--- config.mk ---
export PLATFORM = sky130hd
export DESIGN_NAME = cs_rr_scheduler
export DESIGN_NICKNAME = d
export VERILOG_FILES = /design/src/rtl/cs_rr_scheduler.sv
export SDC_FILE = /design/constraint.sdc
export NUM_CORES = 1
export LEC_CHECK = 0
export ABC_AREA = 1
export CORE_MARGIN = 5
export CORE_UTILIZATION = 50
export DETAILED_ROUTE_END_ITERATION = 7
export GPL_TIMING_DRIVEN = 0
export PLACE_DENSITY = 0.73
export SLEW_MARGIN = 20
export SYNTH_ARGS = -nofsm -noshare
export SYNTH_HDL_FRONTEND = slang
export SYNTH_SLANG_ARGS = --single-unit
--- constraint.sdc ---
create_clock -name clk -period 2.81 [get_ports clk]
set_input_delay 0.562 -clock clk [delete_from_list [all_inputs] [get_ports clk]]
set_output_delay 0.562 -clock clk [all_outputs]
set_load 0.02 [all_outputs]
--- src/rtl/cs_rr_scheduler.sv ---
// rtl/cs_rr_scheduler.sv - round-robin grant scheduler driving a 3-to-8 decoder select/enable
module cs_rr_scheduler #(
    parameter int HOLD_CYCLES = 4,
    parameter int GAP_CYCLES  = 1
) (
    input  logic       clk,
    input  logic       rst_n,
    input  logic [7:0] iReq,
    output logic [2:0] oSel,
    output logic [1:0] oEna,
    output logic [7:0] oGnt,
    output logic       oBusy
);

    typedef enum logic [1:0] {
        S_IDLE  = 2'd0,
        S_GRANT = 2'd1,
        S_GAP   = 2'd2
    } state_t;

    localparam logic [3:0] HOLD_INIT = 4'(HOLD_CYCLES - 1);
    localparam logic [3:0] GAP_INIT  = 4'(GAP_CYCLES - 1);
    localparam logic [1:0] ENA_ON    = 2'b10;
    localparam logic [1:0] ENA_OFF   = 2'b00;

    state_t     state_q, state_d;
    logic [2:0] sel_q, sel_d;
    logic [1:0] ena_q, ena_d;
    logic [7:0] gnt_q, gnt_d;
    logic       busy_q, busy_d;
    logic [2:0] ptr_q, ptr_d;
    logic [3:0] hold_q, hold_d;
    logic [3:0] gap_q, gap_d;

    logic       win_valid;
    logic [2:0] win_idx;
    logic [2:0] probe;
    logic       do_grant;

    // Search ptr+1 .. ptr+8; the last probe wraps back onto ptr itself.
    always_comb begin
        win_valid = 1'b0;
        win_idx   = ptr_q;
        probe     = ptr_q;
        for (int i = 1; i <= 8; i++) begin
            probe = ptr_q + 3'(i);
            if (!win_valid && iReq[probe]) begin
                win_valid = 1'b1;
                win_idx   = probe;
            end
        end
    end

    always_comb begin
        state_d  = state_q;
        sel_d    = sel_q;
        ena_d    = ena_q;
        gnt_d    = gnt_q;
        ptr_d    = ptr_q;
        hold_d   = hold_q;
        gap_d    = gap_q;
        do_grant = 1'b0;
        case (state_q)
            S_IDLE: begin
                do_grant = win_valid;
            end
            S_GRANT: begin
                if (!iReq[sel_q] || hold_q == 4'd0) begin
                    state_d = S_GAP;
                    ena_d   = ENA_OFF;
                    gnt_d   = 8'h00;
                    ptr_d   = sel_q;
                    gap_d   = GAP_INIT;
                end else begin
                    hold_d = hold_q - 4'd1;
                end
            end
            S_GAP: begin
                if (gap_q == 4'd0) begin
                    do_grant = win_valid;
                    if (!win_valid) begin
                        state_d = S_IDLE;
                    end
                end else begin
                    gap_d = gap_q - 4'd1;
                end
            end
            default: begin
                state_d = S_IDLE;
                ena_d   = ENA_OFF;
                gnt_d   = 8'h00;
            end
        endcase
        if (do_grant) begin
            state_d = S_GRANT;
            sel_d   = win_idx;
            ena_d   = ENA_ON;
            gnt_d   = 8'b1 << win_idx;
            hold_d  = HOLD_INIT;
        end
        busy_d = (state_d != S_IDLE);
    end

    always_ff @(posedge clk or negedge rst_n) begin
        if (!rst_n) begin
            state_q <= S_IDLE;
            sel_q   <= 3'd0;
            ena_q   <= ENA_OFF;
            gnt_q   <= 8'h00;
            busy_q  <= 1'b0;
            ptr_q   <= 3'd7;
            hold_q  <= 4'd0;
            gap_q   <= 4'd0;
        end else begin
            state_q <= state_d;
            sel_q   <= sel_d;
            ena_q   <= ena_d;
            gnt_q   <= gnt_d;
            busy_q  <= busy_d;
            ptr_q   <= ptr_d;
            hold_q  <= hold_d;
            gap_q   <= gap_d;
        end
    end

    assign oSel  = sel_q;
    assign oEna  = ena_q;
    assign oGnt  = gnt_q;
    assign oBusy = busy_q;

endmodule

* After elaboration in Yosys (flattened, before gate mapping)
Index checks and enable logic that the tools add are counted.
Operators by class: add/subtract/negate cells 9, multipliers 0, div/mod/pow operators 0, magnitude comparators 9, equality and inequality tests 7, shifts and indexed selects 1, multiplexer cells 53, bitwise logic cells 0, reductions and logical operators 27
Operators with widths (number):
- $lt A3 B4 Y1 const B | 9
- $bmux W1 S3 | 9
- $mux W3 | 8
- $mux W4 | 5
- $mux W1 | 18
- $mux W8 | 2
- $pmux W8 S2 | 1
- $add A3 B3 Y3 const B | 4
- $mux W2 | 6
- $logic_not A1 Y1 | 8
- $logic_not A4 Y1 | 2
- $pmux W4 S2 | 1
- $shl A1 B3 Y8 const A | 1
- $sub A4 B1 Y4 const B | 2
- $logic_and A1 B1 Y1 | 7
- $add A3 B2 Y3 const B | 2
- $ne A2 B2 Y1 const B | 3
- $pmux W2 S3 | 1
- $reduce_and A2 Y1 | 3
- $reduce_bool A2 Y1 | 3
- $pmux W2 S2 | 1
- $add A3 B1 Y3 const B | 1
- $ne A3 B3 Y1 const B | 1
- $reduce_and A3 Y1 | 1
- other kinds (7) | 7
Word-level totals: register bits after elaboration 27, bits in latches 0, RAM bits 0, memory bits (read-only) 0, output and inout bits 14, word-level logic and storage cells 114, memories 0

* Logic depth before layout (Yosys ltp)
Gate-level depths: netlist (run 1).
depth after elaboration 30, gate-level depth with buffers 21, depth with buffers taken out 19

* Worst setup path after synthesis (run 1)
Ideal clock, no wire load.
kind register to register, from reg ptr_q[1], to reg sel_q[2] (netlist: oSel[2]), arrival 2.386 ns, path slack 0.295 ns, cell stages (with the launch flop) 17, buffers on the path 2, cell sequence dfstp_2 buf_2 inv_2 ha_1 buf_2 inv_2 nand3_1 nand3_2 nand2_4 nor2_4 nand3_2 nor3_2 nand3b_1 nand2_4 inv_4 nand3_1 o21ai_0
Between the ends: cells in the longest elaborated chain, start to end 27, elaborated cells between the ends (all ways) 55, classes of those cells 7 x add/sub; 34 x mux; 14 x reduce/logical
RTL lines:
- from (decl) | line 31 | logic [2:0] ptr_q, ptr_d;
- from (signal assigned) | line 120 | ptr_q <= ptr_d;
- $add A3 B1 Y3 | line 46 | probe = ptr_q + 3'(i);
- $bmux W1 S3 | line 47 | if (!win_valid && iReq[probe]) begin
- $mux W1 (not written as such) | line 47
- $mux W1 | line 47
- $logic_not A1 Y1 | line 47
- $logic_and A1 B1 Y1 | line 47
- $mux W1 | line 47
- $logic_not A1 Y1 | line 47
- [11 not listed]
- $logic_not A1 Y1 | line 47
- $logic_and A1 B1 Y1 | line 47
- $mux W1 | line 47
- $logic_not A1 Y1 | line 47
- $logic_and A1 B1 Y1 | line 47
- $mux W1 | line 47
- $mux W1 | line 79 | if (gap_q == 4'd0) begin
- $pmux W1 S2 | line 63 | case (state_q)
- to (signal assigned) | line 116 | sel_q <= sel_d;
- to (decl) | line 27 | logic [2:0] sel_q, sel_d;
Several ways; a longest one is shown, not always the timed one. The select of a mux whose other input is x is not followed. A chain may end at the register's enable or synchronous reset.

* Worst setup path in the final report (run 1)
from reg ptr_q[0], to reg gnt_q[6] (netlist: oGnt[6])
Between the ends: cells in the longest elaborated chain, start to end 29, elaborated cells between the ends (all ways) 60, classes of those cells 7 x add/sub; 2 x eq/ne; 1 x shift; 35 x mux; 15 x reduce/logical
RTL lines:
- $add A3 B1 Y3 | line 46
- $bmux W1 S3 | line 47
- $mux W1 (not written as such) | line 47
- $mux W1 | line 47
- $logic_not A1 Y1 | line 47
- $logic_and A1 B1 Y1 | line 47
- $mux W1 | line 47
- $logic_not A1 Y1 | line 47
- [13 not listed]
- $mux W1 | line 47
- $logic_not A1 Y1 | line 47
- $logic_and A1 B1 Y1 | line 47
- $mux W1 | line 47
- $mux W1 | line 79
- $pmux W1 S2 | line 63
- $ne A3 B3 Y1 (no line) or $ne A2 B1 Y1 (tied branches)
- $reduce_and A2 Y1 (no line)
- to (signal assigned) | line 118 | gnt_q <= gnt_d;
- to (decl) | line 29 | logic [7:0] gnt_q, gnt_d;
Several ways; a longest one is shown, not always the timed one. The select of a mux whose other input is x is not followed.

==> reports/qor.yml, run 1 <==
routedLengthMet1_um: 2060
gp_routability_congestion: 0.878
cts_root_buffer: "clkbuf_8"
tightestPinTransition_ns: 0.559
synth_ff_type: "dfrtp_1"
grt_antenna_before_repair: 0
post-synth-top-area-fraction_pct: 29.6
ys_types: 35
mostFrequentLayoutCells: "nand2_1 (103), nand3_1 (36), inv_1 (27)"
cp.required_ns: 3.02
grt_first_pass_wirelength_um: 7640
biggest_area_consumer_among_synthesized_cells: "dfrtp_1"
hold_class: "in -> async"
design.final.nets: 336
post_synth_inst_count: 289
final_critical_delay_including_setup_and_external_delays_ns: 2.60
buffer_ports.inserted: 22
crit_type: "reg -> reg"
grt_pass1_vias: 1785
overflow: 0
dp_slack_ns: -0.142
maxClockFrequency_ghz: 0.385
cts.path.max_buffers: 2
row_count: 22
final_min_period_over_clock_period_pct: 92.4
final_max_slew_viol_count: 0
drtIter0Drc: 123
startpoint_type: "flop"
top_level_ports: 24
drt-total-wl_um: 4440
synth-edff-count: 0
die_h_um: 72.3
area_growth_pct: 24.3
reg2reg_depth: 18
syn-num-nets: 303
cts.sink_count: 26
post_drt_via_cell_ratio: 5.01
share_of_layout_cells_above_drive_strength_1_pct: 16.5
design.core.area_sq_mm: 0.00372
fin_skew_ns: 0.00399
avgSynthCellArea_sq_um: 6.72
routed-wl-met3_um: 76
cts_inserted_buffers: 3
run_status: "complete, no violations"
global_route.usage.total_pct: 18.0
die_area_sq_mm: 0.00523
timing.final.setup_violations: 0
die_w_um: 72.3
finalHoldViolCount: 0
ys.warnings.count: 0
setup.worst_path.end_class: "flop"
timing.max_cap.violations: 0
top_layer: "met4"
synthArstFlopShare_pct: 100
cts_tree: "yes"
initial_core_util_pct: 52.3
met2_length_um: 2230
antenna_cells_inserted: 0
detail_route.wl_per_cell_um: 12.0
ant_nets: 0
mappedNetlistArea_sq_mm: 0.00194
worst_skew_pair.late_latency_ns: 0.26
post-route-drc-count: 0
cts_hold_buffers_added: 0
worst_ep_arrival_time_ns: 2.81
synth.top_cells.by_area: "dfrtp_1 (30%), nand2_1 (20%), nand3_1 (10%)"
synth-seq-cells: 26
post_synthesis_sequential_area_ratio_pct: 33.7
cts-htree-levels: 1
timing.max_slew.rel_slack_pct: 62.7
layout.cells.most_common: "nand2_1"
postLayoutSetupSlackWorst_ns: 0.214
grt_max_degree: 27
firstDrtPassIters: 4
route.vias.total: 1850
worst_setup_hold_path_clk_slew_ns: 0.08
path_max_fanout: 13
place_hpwl_um: 3430
## stage by stage
step | std cells | instance area, sq um | hold WS (ns) | util, % | setup TNS (ns)
4_1_cts | 366 | 2290 | 0.294 | 61.6 | 0
6_report | 369 | 2410 | 0.280 | 65.0 | 0
3_3_place_gp | 359 | 2220 | 0.462 | 59.8 | -1.27
2_1_floorplan | 289 | 1940 | 0.266 | - | 0
3_5_place_dp | 359 | 2220 | 0.463 | 59.7 | -1.19
5_1_grt | 369 | 2410 | 0.315 | 65.0 | -0.0740
## cell usage after synthesis, types with 4 or more instances
| cell type | number |
|---|---|
| dfrtp_1 | 23 |
| ha_1 | 4 |
| inv_1 | 28 |
| inv_2 | 9 |
| nand2_1 | 104 |
| nand3_1 | 40 |
| nand4_1 | 4 |
| nor2_1 | 15 |
| o21ai_0 | 12 |
| o21ai_1 | 6 |
| xor2_1 | 5 |
## registers in the layout, summed over array words and instances, names as in the netlist
name / cells
oBusy: 1
hold_q: 4
gap_q: 4
oSel: 3
ptr_q: 3
state_q: 2
oEna: 1
oGnt: 8
## worst max-delay path: stages (launching register included)
cell and delay [ns]:
dfstp_2 0.58, inv_4 0.09, ha_4 0.25, buf_8 0.14, inv_8 0.07, nand3_1 0.09, nand2_2 0.10, nand2_1 0.07
nand2_2 0.13, nand3_1 0.13, nor2_4 0.15, nand4_4 0.12, nand2_1 0.08, inv_1 0.04, nand2_1 0.10, nand2_1 0.09
nor2_1 0.14, nand3_1 0.10, nand2_1 0.07
## path summary, 6_finish.rpt
check	end	slack [ns]	start
worst min-delay path	gap_q[1]	0.28	rst_n
worst max-delay path	oGnt[6]	0.21	ptr_q[0]
min in group clk	oGnt[7]	0.49	oGnt[7]
max in group asynchronous	ptr_q[2]	2.16	rst_n
worst min register to register	oGnt[7]	0.49	oGnt[7]
worst max register to register	oGnt[6]	0.21	ptr_q[0]
## metal layers
metal / track usage (%) / vias to the layer above
met5: 0 / -
met4: 7.10 / 0
met3: 1.39 / 8
met2: 29.6 / 25
met1: 24.3 / 824
li1: - / 993
## logic make-up (layout without fill, tap and decap cells)
family                   Yosys count  in the layout  synth area share, %
AND/OR/NAND/NOR                  179            179                 42.4
XOR/XNOR                           7              7                 3.54
AO/OA/AOI/OAI                     28             28                 7.92
adder cells (fa/ha/maj)            4              4                 2.58
other                              1              1                0.193
flip-flops                        26             26                 33.7
buffers and inverters             44             76                 9.72
## timing repair
action | in CTS | in global routing
setup buffers | 4 | 4
resized for setup | 1 | 24
setup endpoints to repair | 11 | 17
pin swaps | 2 | 7
## layout make-up
cell class	count	area [sq um]
Buffer	4	37.5
Clock buffer	4	45.0
Fill cell	330	1300
Inverter	38	160
Multi-Input combinational cell	219	1180
Sequential cell	26	654
Tap cell	48	60.1
Timing Repair Buffer	30	275
Power of run 1 is left out: the tool's default activity adds up to more than one toggle a clock period on the data nets, which glitch-free logic cannot reach.
==> run 2, diff against run 1 <==
Settings changed: GPL_ROUTABILITY_DRIVEN set to 0.
==> results of run 2 <==
Same layout as run 1: the final DEF is identical, and so are final timing and power.
Power of run 2 is left out for the same reason.
==> run 3, diff against run 2 <==
Settings changed: SLEW_MARGIN 20 to unset, TNS_END_PERCENT set to 50.
==> run 3 against run 2 <==
Clock skew rose by 0.0015 ns. Global-route usage increased by 0.46 points. Cell area up 2.6%. Hold slack improved by 0.21 ns. Non-clock buffer count rose by 7.
==> reports/qor.yml, run 3 (same netlist as run 1, synthesis figures left out) <==
cts_inserted_buffers: 3  # unchanged
grt_first_pass_wirelength_um: 7780  # +1.8%
placedInstanceArea_sq_mm: 0.00222  # +0.23%
die_h_um: 72.3  # unchanged
grt_max_degree: 27  # unchanged
cts.sink_count: 26  # unchanged
final_critical_delay_including_setup_and_external_delays_ns: 2.68  # +0.0814 ns
maxClockFrequency_ghz: 0.373  # -3.0%
share_of_layout_cells_above_drive_strength_1_pct: 19.5  # +3.0 points
finish.utilization_pct: 66.7  # +1.7 points
die_area_sq_mm: 0.00523  # unchanged
timing.max_slew.rel_slack_pct: 24.4  # -38 points
top_level_ports: 24  # unchanged
initial_core_util_pct: 52.3  # unchanged
design.core.area_sq_mm: 0.00372  # unchanged
cp.required_ns: 3.02  # about the same
fillers: 301  # -8.8%
run_status: "complete, no violations"
place_hpwl_um: 3450  # +0.42%
final.hold.worst_slack_ns: 0.489  # +0.209 ns
cts_root_buffer: "clkbuf_8"
buffer_ports.inserted: 22  # unchanged
worst_path_max_delay_cell: "dfstp_2"
critical-path-top-delay-family: "simple AND/OR/NAND/NOR gates"
worst_path_largest_cell_delay_ns: 0.56  # -0.02 ns
cts_tree: "yes"
final_max_slew_viol_count: 0  # unchanged
area_growth_pct: 27.5
final_min_period_over_clock_period_pct: 95.3  # +2.9 points
worst_ep_arrival_time_ns: 2.89  # +0.08 ns
worst_setup_hold_path_clk_slew_ns: 0.09  # about the same
cts-htree-levels: 1  # unchanged
timing.critical_path.mode_cell: "nand2_1"
startpoint_type: "flop"
drtIter0Drc: 134  # +8.9%
post-route-drc-count: 0  # unchanged
design.final.nets: 343  # +2.1%
mostFrequentLayoutCells: "nand2_1 (100), nand3_1 (35), inv_1 (27)"
worst_skew_pair.late_latency_ns: 0.27  # about the same
timing.critical_path.cells: "inv_2 > buf_6 > ha_4 > buf_6 > inv_8 > nand3_1 > nand2_2 > buf_4 > o21ai_0 > nand4_4 > nand2_1 > inv_1 > nand2_1 > nand2_1 > nor2_2 > nand3_1 > nand2_1"
ant_nets: 0  # unchanged
path_max_fanout: 10  # -3
drt-total-wl_um: 4660  # +4.8%
global_route.usage.total_pct: 18.4  # +0.46 points
firstDrtPassIters: 4  # unchanged
antenna_cells_inserted: 0  # unchanged
layout.cells.most_common: "nand2_1"
fin_skew_ns: 0.00544  # +0.00145 ns
cts_hold_buffers_added: 0  # unchanged
cts.path.max_buffers: 2  # unchanged
grt_antenna_before_repair: 0  # unchanged
die_w_um: 72.3  # unchanged
flip_flop_count_of_the_largest_register_all_copies_and_words_added: 8  # unchanged
row_count: 22  # unchanged
crit_type: "reg -> reg"
hold_class: "reg -> reg"
tightestPinTransition_ns: 1.13  # +0.571 ns
timing.final.setup_violations: 0  # unchanged
overflow: 0  # unchanged
post_drt_via_cell_ratio: 5.10  # +1.6%
finalHoldViolCount: 0  # unchanged
critical_path_buf_inv_count: 6  # +2
timing.max_cap.violations: 0  # unchanged
finish.instance_area_sq_mm: 0.00248  # +2.6%
route.vias.total: 1916  # +3.6%
grt_pass1_vias: 1798  # +0.73%
detail_route.wl_per_cell_um: 12.4  # +2.9%
setup.worst_path.end_class: "flop"
[run 3: what timing repair did]
| item | 4_1_cts | 5_1_grt |
|---|---|---|
| endpoints found under the setup margin | 11 | 17 |
| pin swaps | 3 | 11 |
| resized for setup | 1 | 24 |
| buffers inserted | 6 | 8 |
[run 3: worst register-to-register path: stages, from the launching register on]
cell and delay (ns):
dfstp_2 0.56, inv_2 0.06, buf_6 0.14, ha_4 0.26
buf_6 0.14, inv_8 0.06, nand3_1 0.09, nand2_2 0.07
buf_4 0.13, o21ai_0 0.32, nand4_4 0.17, nand2_1 0.09
inv_1 0.04, nand2_1 0.10, nand2_1 0.11, nor2_2 0.13
nand3_1 0.09, nand2_1 0.07
[run 3: cell type report]
class	count	area, sq um	area share, %
buffer	5	45.0	1.82
clock buffer	4	45.0	1.82
inverter	38	155	6.26
multi-input combinational	219	1190	48.1
sequential	26	654	26.4
tap	48	60.1	2.42
timing repair buffer	36	325	13.1
[run 3: final timing paths]
check | depth (start not counted) | slack, ns | start | end
setup / recovery | 17 | 0.13 | ptr_q[0] | oGnt[6]
hold / removal | 2 | 0.49 | oGnt[7] | oGnt[7]
setup reg to reg | 17 | 0.13 | ptr_q[0] | oGnt[6]
hold reg to reg | 2 | 0.49 | oGnt[7] | oGnt[7]
max in group asynchronous | 1 | 1.24 | rst_n | oSel[2]
min in group asynchronous | 1 | 0.90 | rst_n | gap_q[1]
[run 3: stage by stage]
stage          std cells  setup TNS, ns  setup slack, ns
6_report             376              0            0.132
5_1_grt              376        -0.0347          -0.0208
4_1_cts              368              0          0.00380
3_5_place_dp         359          -1.27           -0.149
3_3_place_gp         359          -1.27           -0.160
2_1_floorplan        289              0            0.295
[run 3: layer usage]
| layer | track usage, % | wire, um |
|---|---|---|
| met1 | 25.1 | 2130 |
| met2 | 29.6 | 2260 |
| met3 | 1.25 | 113 |
| met4 | 8.77 | 146 |
| met5 | 0 | 0 |
Power of run 3 is left out for the same reason.
